## src/rtl/led_cfg_sequencer.sv

```systemverilog
// Configuration owner and rst/en sequencer for led_driver: shadow registers, commit
// validation, reset-and-reload or frame-aligned brightness update, frame counting.
module led_cfg_sequencer #(
    parameter int N_ROWS_MAX     = 64,
    parameter int N_COLS_MAX     = 256,
    parameter int BITDEPTH_MAX   = 8,
    parameter int LSB_BLANK_MAX  = 200,
    parameter int CTRL_REG_WIDTH = 32,
    parameter int RST_CYCLES     = 4
) (
    input  logic                      clk_i,
    input  logic                      ctrl_rst_i,
    input  logic                      host_we_i,
    input  logic [2:0]                host_addr_i,
    input  logic [CTRL_REG_WIDTH-1:0] host_wdata_i,
    output logic [CTRL_REG_WIDTH-1:0] host_rdata_o,
    input  logic                      commit_req_i,
    input  logic                      enable_i,
    input  logic                      drv_buffer_i,
    output logic                      drv_rst_o,
    output logic                      drv_en_o,
    output logic [CTRL_REG_WIDTH-1:0] drv_n_rows_o,
    output logic [CTRL_REG_WIDTH-1:0] drv_n_cols_o,
    output logic [CTRL_REG_WIDTH-1:0] drv_bitdepth_o,
    output logic [CTRL_REG_WIDTH-1:0] drv_lsb_blank_o,
    output logic [CTRL_REG_WIDTH-1:0] drv_brightness_o,
    output logic                      busy_o,
    output logic [4:0]                cfg_err_o,
    output logic [15:0]               frame_cnt_o
);
    localparam int W   = CTRL_REG_WIDTH;
    localparam int RCW = (RST_CYCLES > 1) ? $clog2(RST_CYCLES) : 1;

    typedef enum logic [2:0] {
        S_IDLE, S_RUN, S_CHECK, S_WAITFRAME, S_HALT, S_RST, S_RELEASE
    } state_t;

    state_t           state_q, state_d;
    logic [W-1:0]     shadow_q  [5];
    logic [W-1:0]     pending_q [5];
    logic [W-1:0]     active_q  [5];
    logic [4:0]       cfg_err_q, err_v;
    logic [15:0]      frame_cnt_q;
    logic [RCW-1:0]   rst_cnt_q;
    logic [W-1:0]     rdata_q, rdata_d;
    logic             origin_run_q;
    logic             buf_q, buf_edge;
    logic             drv_rst_q, drv_rst_d, drv_en_q, drv_en_d, busy_q, busy_d;
    logic             same_cfg, bright_only;

    function automatic logic [W-1:0] reset_val(input int idx);
        case (idx)
            0:       return W'(N_ROWS_MAX);
            1:       return W'(N_COLS_MAX);
            2:       return W'(BITDEPTH_MAX);
            3:       return W'(LSB_BLANK_MAX);
            default: return '0;
        endcase
    endfunction

    assign buf_edge = drv_buffer_i ^ buf_q;

    always_comb begin
        err_v[0] = (shadow_q[0] == '0) || (shadow_q[0] > W'(N_ROWS_MAX));
        err_v[1] = (shadow_q[1] == '0) || (shadow_q[1] > W'(N_COLS_MAX));
        err_v[2] = (shadow_q[2] == '0) || (shadow_q[2] > W'(BITDEPTH_MAX));
        err_v[3] = (shadow_q[3] == '0) || (shadow_q[3] > W'(LSB_BLANK_MAX));
        err_v[4] = !(shadow_q[4] < shadow_q[3]);
        bright_only = (shadow_q[0] == active_q[0]) && (shadow_q[1] == active_q[1]) &&
                      (shadow_q[2] == active_q[2]) && (shadow_q[3] == active_q[3]);
        same_cfg    = bright_only && (shadow_q[4] == active_q[4]);
    end

    always_ff @(posedge clk_i) begin
        if (ctrl_rst_i) begin
            state_q   <= S_IDLE;
            drv_rst_q <= 1'b1;
            drv_en_q  <= 1'b0;
            busy_q    <= 1'b0;
        end else begin
            state_q   <= state_d;
            drv_rst_q <= drv_rst_d;
            drv_en_q  <= drv_en_d;
            busy_q    <= busy_d;
        end
    end

    always_comb begin
        state_d = state_q;
        unique case (state_q)
            S_IDLE:
                if (commit_req_i)  state_d = S_CHECK;
                else if (enable_i) state_d = S_RUN;
            S_RUN:
                if (commit_req_i)   state_d = S_CHECK;
                else if (!enable_i) state_d = S_IDLE;
            S_CHECK:
                if (|err_v || same_cfg)              state_d = origin_run_q ? S_RUN : S_IDLE;
                else if (bright_only && origin_run_q) state_d = S_WAITFRAME;
                else                                  state_d = S_HALT;
            S_WAITFRAME:
                if (!enable_i)     state_d = S_IDLE;
                else if (buf_edge) state_d = S_RUN;
            S_HALT:    state_d = S_RST;
            S_RST:     if (rst_cnt_q == '0) state_d = S_RELEASE;
            S_RELEASE: state_d = enable_i ? S_RUN : S_IDLE;
            default:   state_d = S_IDLE;
        endcase
    end

    // Outputs are registered from the next state so reset can hold drv_rst high in IDLE.
    always_comb begin
        drv_rst_d = (state_d == S_RST);
        drv_en_d  = (state_d == S_RUN) || (state_d == S_WAITFRAME) ||
                    ((state_d == S_CHECK) && (state_q == S_RUN));
        busy_d    = (state_d == S_CHECK) || (state_d == S_WAITFRAME) || (state_d == S_HALT) ||
                    (state_d == S_RST)   || (state_d == S_RELEASE);
    end

    always_comb begin
        rdata_d = '0;
        case (host_addr_i)
            3'd0:    rdata_d = shadow_q[0];
            3'd1:    rdata_d = shadow_q[1];
            3'd2:    rdata_d = shadow_q[2];
            3'd3:    rdata_d = shadow_q[3];
            3'd4:    rdata_d = shadow_q[4];
            3'd5:    rdata_d = W'({cfg_err_q, busy_q, drv_en_q});
            3'd6:    rdata_d = W'(frame_cnt_q);
            default: rdata_d = '0;
        endcase
    end

    always_ff @(posedge clk_i) begin
        buf_q <= drv_buffer_i;
        if (ctrl_rst_i) begin
            for (int i = 0; i < 5; i++) begin
                shadow_q[i]  <= reset_val(i);
                pending_q[i] <= reset_val(i);
                active_q[i]  <= reset_val(i);
            end
            cfg_err_q    <= '0;
            frame_cnt_q  <= '0;
            rst_cnt_q    <= '0;
            rdata_q      <= '0;
            origin_run_q <= 1'b0;
        end else begin
            rdata_q <= rdata_d;
            if (host_we_i && (host_addr_i < 3'd5))
                shadow_q[host_addr_i] <= host_wdata_i;
            if (state_d == S_CHECK)
                origin_run_q <= (state_q == S_RUN);
            if (state_q == S_CHECK) begin
                for (int i = 0; i < 5; i++) pending_q[i] <= shadow_q[i];
                cfg_err_q <= err_v;
            end
            if (state_q == S_HALT) begin
                for (int i = 0; i < 5; i++) active_q[i] <= pending_q[i];
                rst_cnt_q <= RCW'(RST_CYCLES - 1);
            end else if ((state_q == S_RST) && (rst_cnt_q != '0)) begin
                rst_cnt_q <= rst_cnt_q - RCW'(1);
            end
            if ((state_q == S_WAITFRAME) && (state_d != S_WAITFRAME))
                active_q[4] <= pending_q[4];
            // HALT always precedes RST, so clearing here clears on RST entry.
            if (state_q == S_HALT)
                frame_cnt_q <= '0;
            else if (buf_edge && drv_en_q && !drv_rst_q)
                frame_cnt_q <= frame_cnt_q + 16'd1;
        end
    end

    assign host_rdata_o     = rdata_q;
    assign drv_rst_o        = drv_rst_q;
    assign drv_en_o         = drv_en_q;
    assign busy_o           = busy_q;
    assign cfg_err_o        = cfg_err_q;
    assign frame_cnt_o      = frame_cnt_q;
    assign drv_n_rows_o     = active_q[0];
    assign drv_n_cols_o     = active_q[1];
    assign drv_bitdepth_o   = active_q[2];
    assign drv_lsb_blank_o  = active_q[3];
    assign drv_brightness_o = active_q[4];
endmodule

```

## config.mk

```make
export PLATFORM = sky130hd
export DESIGN_NAME = led_cfg_sequencer
export DESIGN_NICKNAME = d
export VERILOG_FILES = /design/src/rtl/led_cfg_sequencer.sv
export SDC_FILE = /design/constraint.sdc
export NUM_CORES = 1
export LEC_CHECK = 0
export BUFFER_PORTS_ARGS = -buffer_cell sky130_fd_sc_hd__clkbuf_2
export CORE_ASPECT_RATIO = 0.7
export CORE_UTILIZATION = 59
export DETAILED_ROUTE_END_ITERATION = 10
export PLACE_DENSITY = 0.86
export SLEW_MARGIN = 20
export SYNTH_ARGS = -nofsm -noshare
export SYNTH_HDL_FRONTEND = slang
export SYNTH_SLANG_ARGS = --single-unit
```

## constraint.sdc

```tcl
create_clock -name clk_i -period 6.65 [get_ports clk_i]
set_input_delay 0.9975 -clock clk_i [delete_from_list [all_inputs] [get_ports clk_i]]
set_output_delay 0.9975 -clock clk_i [all_outputs]
set_load 0.02 [all_outputs]
```

Word level (Yosys, flattened, before mapping)
Memory sizes are Yosys's and may differ from the RTL's.
Cells that the tools add are included.
- input bits: 41
- memories kept: 3
- bits in writable memories: 480
- register bits after elaboration: 63
- word-level logic and storage cells: 141
- output and inout port bits: 216
- memories (name ; depth ; width ; read ports ; clocked after memory_dff ; wr ports ; line ; source):
    active_q ; 5 ; 32 ; 5 ; 0 ; 5 ; 41 ; logic [W-1:0] active_q [5];
    pending_q ; 5 ; 32 ; 5 ; 0 ; 5 ; 40 ; logic [W-1:0] pending_q [5];
    shadow_q ; 5 ; 32 ; 5 ; 0 ; 5 ; 39 ; logic [W-1:0] shadow_q [5];
- reduce and logical (&&, ||, !) cells: 36
- add/sub/neg operators: 2
- mux-type cells: 48
- bitwise operators: 12
- equal/unequal tests: 24
- order comparisons: 6
- operators by type and width (kind ; number):
    32-bit two-way mux ; 17
    32-bit case mux with 7 select lines ; 1
    32-bit equality test ; 5
    32-bit zero test ; 4
    32-bit by 4-bit greater-than comparator with 1-bit output, second input constant ; 1
    32-bit by 7-bit greater-than comparator with 1-bit output, second input constant ; 1
    32-bit by 8-bit greater-than comparator with 1-bit output, second input constant ; 1
    32-bit by 9-bit greater-than comparator with 1-bit output, second input constant ; 1
    32-bit less-than comparator ; 1
    32-bit OR reduction ; 1
    3-bit two-way mux ; 10
    3-bit equality test, second input constant ; 9
    3-bit case mux with 7 select lines ; 1
    3-bit by 2-bit equality test with 1-bit output, second input constant ; 6
    1-bit two-way mux ; 17
    16-bit by 1-bit adder with 16-bit output, second input constant ; 1
    1-bit logical AND ; 11
    1-bit logical OR ; 11
    1-bit OR ; 11
    3-bit by 1-bit equality test with 1-bit output, second input constant ; 3
    3-bit zero test ; 2
    5-bit OR reduction ; 1
    2-bit two-way mux ; 2
    2-bit nonzero test ; 2
    7 further kinds ; 8

Depth between registers and ports, before layout
- depth after elaboration: 14
- mapped depth: 10
- gate-level depth less buffers: 10

Worst setup path before layout
OpenSTA, ideal clock, no wires.
- path kind: input port to flip-flop
- from: in ctrl_rst_i
- to: mem active_q[0][0] in the netlist's numbering, enable pin
- setup time: 543 ps
- setup slack: 1000 ps
- arrival: 5107 ps
- stages on the path: 3
- data required time: 6107 ps
- path buffers: 1
- cell sequence: clkinv_1 > o21ai_1 > clkbuf_1
- RTL lines (what ; line ; source):
    from (decl) ; 12 ; input logic ctrl_rst_i,
    to (decl) ; 41 ;

==> impl_metrics.json <==
{
  "synth_common_cells": "edfxtp_1 (480), and2_1 (433), xnor2_1 (163)",
  "p_comb_share_pct": 8.5,
  "ir_worst_vdd_uv": 204,
  "regArea_um2": 15700,
  "synth_cell_types": 53,
  "period_minus_slack_ns": 3.54,
  "cp_max_fo": 33,
  "fmax_ghz": 0.282,
  "clk_path_buf_depth": 3,
  "syn_avg_cell_area_um2": 13.4,
  "postCtsResizedCells": 0,
  "clkPwrFrac_pct": 38.1,
  "async_flop_share_pct": 0,
  "wl_per_cell_um": 29.3,
  "synth_edf_count": 480,
  "ant_nets": 0,
  "start_kind": "primary input",
  "design_area_um2": 27600,
  "drcViolationCount": 0,
  "insertion_delay_ns": 0.59,
  "grt_antenna_before_repair": 6,
  "viasPerCell": 6.36,
  "powerDensity_nw_per_um2": 283,
  "clkTransAtPathRegs_ns": 0.07,
  "fin_ws_ns": 3.11,
  "fillers": 2738,
  "vias": 16700,
  "multi_input_area_um2": 7930,
  "drive_above_1_share_pct": 19.3,
  "syn_nets": 1867,
  "p_int_mw": 5.85,
  "fin_skew_ns": 0.0244,
  "yosys.area.top_type": "edfxtp_1",
  "port_buffers": 256,
  "grt_use_total_pct": 37.1,
  "synth_area_leaders": "edfxtp_1 (60%), and2_1 (11%), xnor2_1 (5.9%)",
  "ys_seq_elements": 543,
  "htreeDepth": 2,
  "slew-limit-headroom_pct": 30.7,
  "rsz0062_at_grt": "no",
  "fp-row-count": 61,
  "dpl_cell_area_um2": 25900,
  "grt_max_degree": 146,
  "first_pass_iters": 5,
  "maxSlewViolCount": 0,
  "globalplace.congestion": 1.01,
  "netlist_area_um2": 24000,
  "synth.most_common_cell": "edfxtp_1",
  "hp-class": "flop to flop",
  "coreArea_um2": 39900,
  "hold_viol": 0,
  "synth-simple-area-share_pct": 18.3,
  "drtIter0Drc": 2464,
  "ioPinCount": 257,
  "leakage_nw": 10.3,
  "synth_warnings": 0,
  "floorplan.initialDensity_pct": 60.1,
  "postSynthCellCount": 1793,
  "synth-main-ff-cell": "edfxtp_1",
  "final_cells": 2623,
  "power_frac_seq_pct": 53.4,
  "grt_pass1_vias": 15600,
  "finalSetupTns_ns": 0,
  "cts_tree": "yes",
  "status": "finished clean",
  "required_ns": 6.86,
  "fin_nets": 2119,
  "cp.arrival_ns": 3.75,
  "grt_pass1_wl_mm": 108,
  "yosysSeqAreaShare_pct": 65.3,
  "dp.cells": 2528,
  "drv_cap": 0,
  "synth_top_area_share_pct": 60.1,
  "synth_fa_ha_area_share_pct": 1.72,
  "synth_xor_area_share_pct": 6.39,
  "wl_mm": 76.7,
  "synth_compound_area_share_pct": 2.93,
  "setup_viol_count_final": 0,
  "synth_top_family_by_area": "simple AND/OR/NAND/NOR gates",
  "hold_buffers": 0,
  "cts-root-buf": "clkbuf_16",
  "area_growth_pct": 14.8,
  "synth_mux_area_share_pct": 3.51,
  "clock-sinks": 543,
  "hpwl_mm": 56.2,
  "fp.dieW_um": 243,
  "numCtsBuffers": 50,
  "grt_remaining_overflow": 0,
  "swShare_pct": 25.0,
  "end_kind": "flop",
  "criticalPathCategory": "primary input to flop",
  "dieArea_um2": 41500,
  "worst_slew_pin_slew_ns": 1.04,
  "die_h_um": 171,
  "post_cts_buffers": 0,
  "switchingPower_mw": 1.94,
  "preCtsSetupSlack_ns": 2.62,
  "period_share_pct": 53.2
}
[per-stage QoR]
| step | hold slack (ns) | power (mW) | util (%) |
|---|---|---|---|
| after floorplan | 0.435 | 4.50 | - |
| after global placement | 0.452 | 4.83 | 64.8 |
| after detailed placement | 0.454 | 4.85 | 64.8 |
| after CTS | 0.466 | 7.75 | 69.0 |
| after global routing | 0.518 | 7.95 | 69.0 |
| final | 0.466 | 7.79 | 69.0 |
[state kept, by name, summed over array words and instances (netlist names), 2 cells and up]
signal	cells
frame_cnt_o	16
shadow_q	160
host_rdata_o	32
cfg_err_o	5
state_q	3
rst_cnt_q	2
pending_q	160
active_q	160
[layout by cell type, fill, tap and decap left out, types with 16 or more instances in the layout]
cell         n
nor2_1     108
xnor2_1    163
inv_1       35
and2_1     433
buf_4       18
clkbuf_2   256
a21oi_1     31
a22oi_1     20
o21ai_0     24
nand2_1     41
mux4_2      22
nand2b_1    17
nand3_1     16
clkbuf_16   52
edfxtp_1   480
ha_1        33
mux2i_1     23
nand4_1     56
nor4_1      45
dfxtp_1     63
[final timing paths]
check	depth (start not counted)	to	from	slack, ns
setup / recovery	6	shadow_q[4][16]$_SDFFCE_PN0P_	host_addr_i[2]	3.11
hold / removal	1	rst_cnt_q[0]$_SDFFE_PP0P_	rst_cnt_q[0]$_SDFFE_PP0P_	0.47
setup reg to reg	8	busy_o$_SDFF_PP0_	shadow_q[3][30]$_SDFFCE_PN0P_	3.36
hold reg to reg	1	rst_cnt_q[0]$_SDFFE_PP0P_	rst_cnt_q[0]$_SDFFE_PP0P_	0.47
[cell type report]
class,instances,area share (%)
diodes,4,0.0363
well taps,535,2.43
repair buffers,276,5.29
flip-flops and latches,543,56.9
clock inverters,26,1.02
multi-input cells,1136,28.8
inverters,38,0.536
clock buffers,65,5.05
[critical path, stage by stage]
cell	delay [ns]
clkbuf_2	0.43
clkinv_1	0.18
buf_4	0.30
nor3_2	0.24
and3_1	0.81
or2_2	0.76
[metal layers]
layer / track usage [%] / up-vias / part of all wire (%)
li1: - / 6904 / -
met2: 53.5 / 1371 / 43
met5: 1.41 / - / 0.10
met1: 53.0 / 8210 / 38
met3: 11.9 / 183 / 16
met4: 12.7 / 2 / 3.8
[kinds of logic after synthesis]
| kind of cell | count (synthesis) |
|---|---|
| AOI/OAI and AO/OA | 112 |
| xor gates and xnor gates | 175 |
| muxes | 54 |
| adders and majority gates | 33 |
| and+or+nand+nor | 762 |
| buffers and inverters | 114 |
| DFF | 543 |
[power groups by stage]
stage | Sequential [mW] | Combinational (mW) | Clock (mW)
2_1_floorplan | 4.18 | 0.324 | 0
4_1_cts | 4.14 | 0.649 | 2.96
5_1_grt | 4.16 | 0.698 | 3.10
6_report | 4.16 | 0.662 | 2.97
3_5_place_dp | 4.21 | 0.643 | 0
3_3_place_gp | 4.20 | 0.629 | 0
No activity file was read; power rests on OpenSTA's default activity.
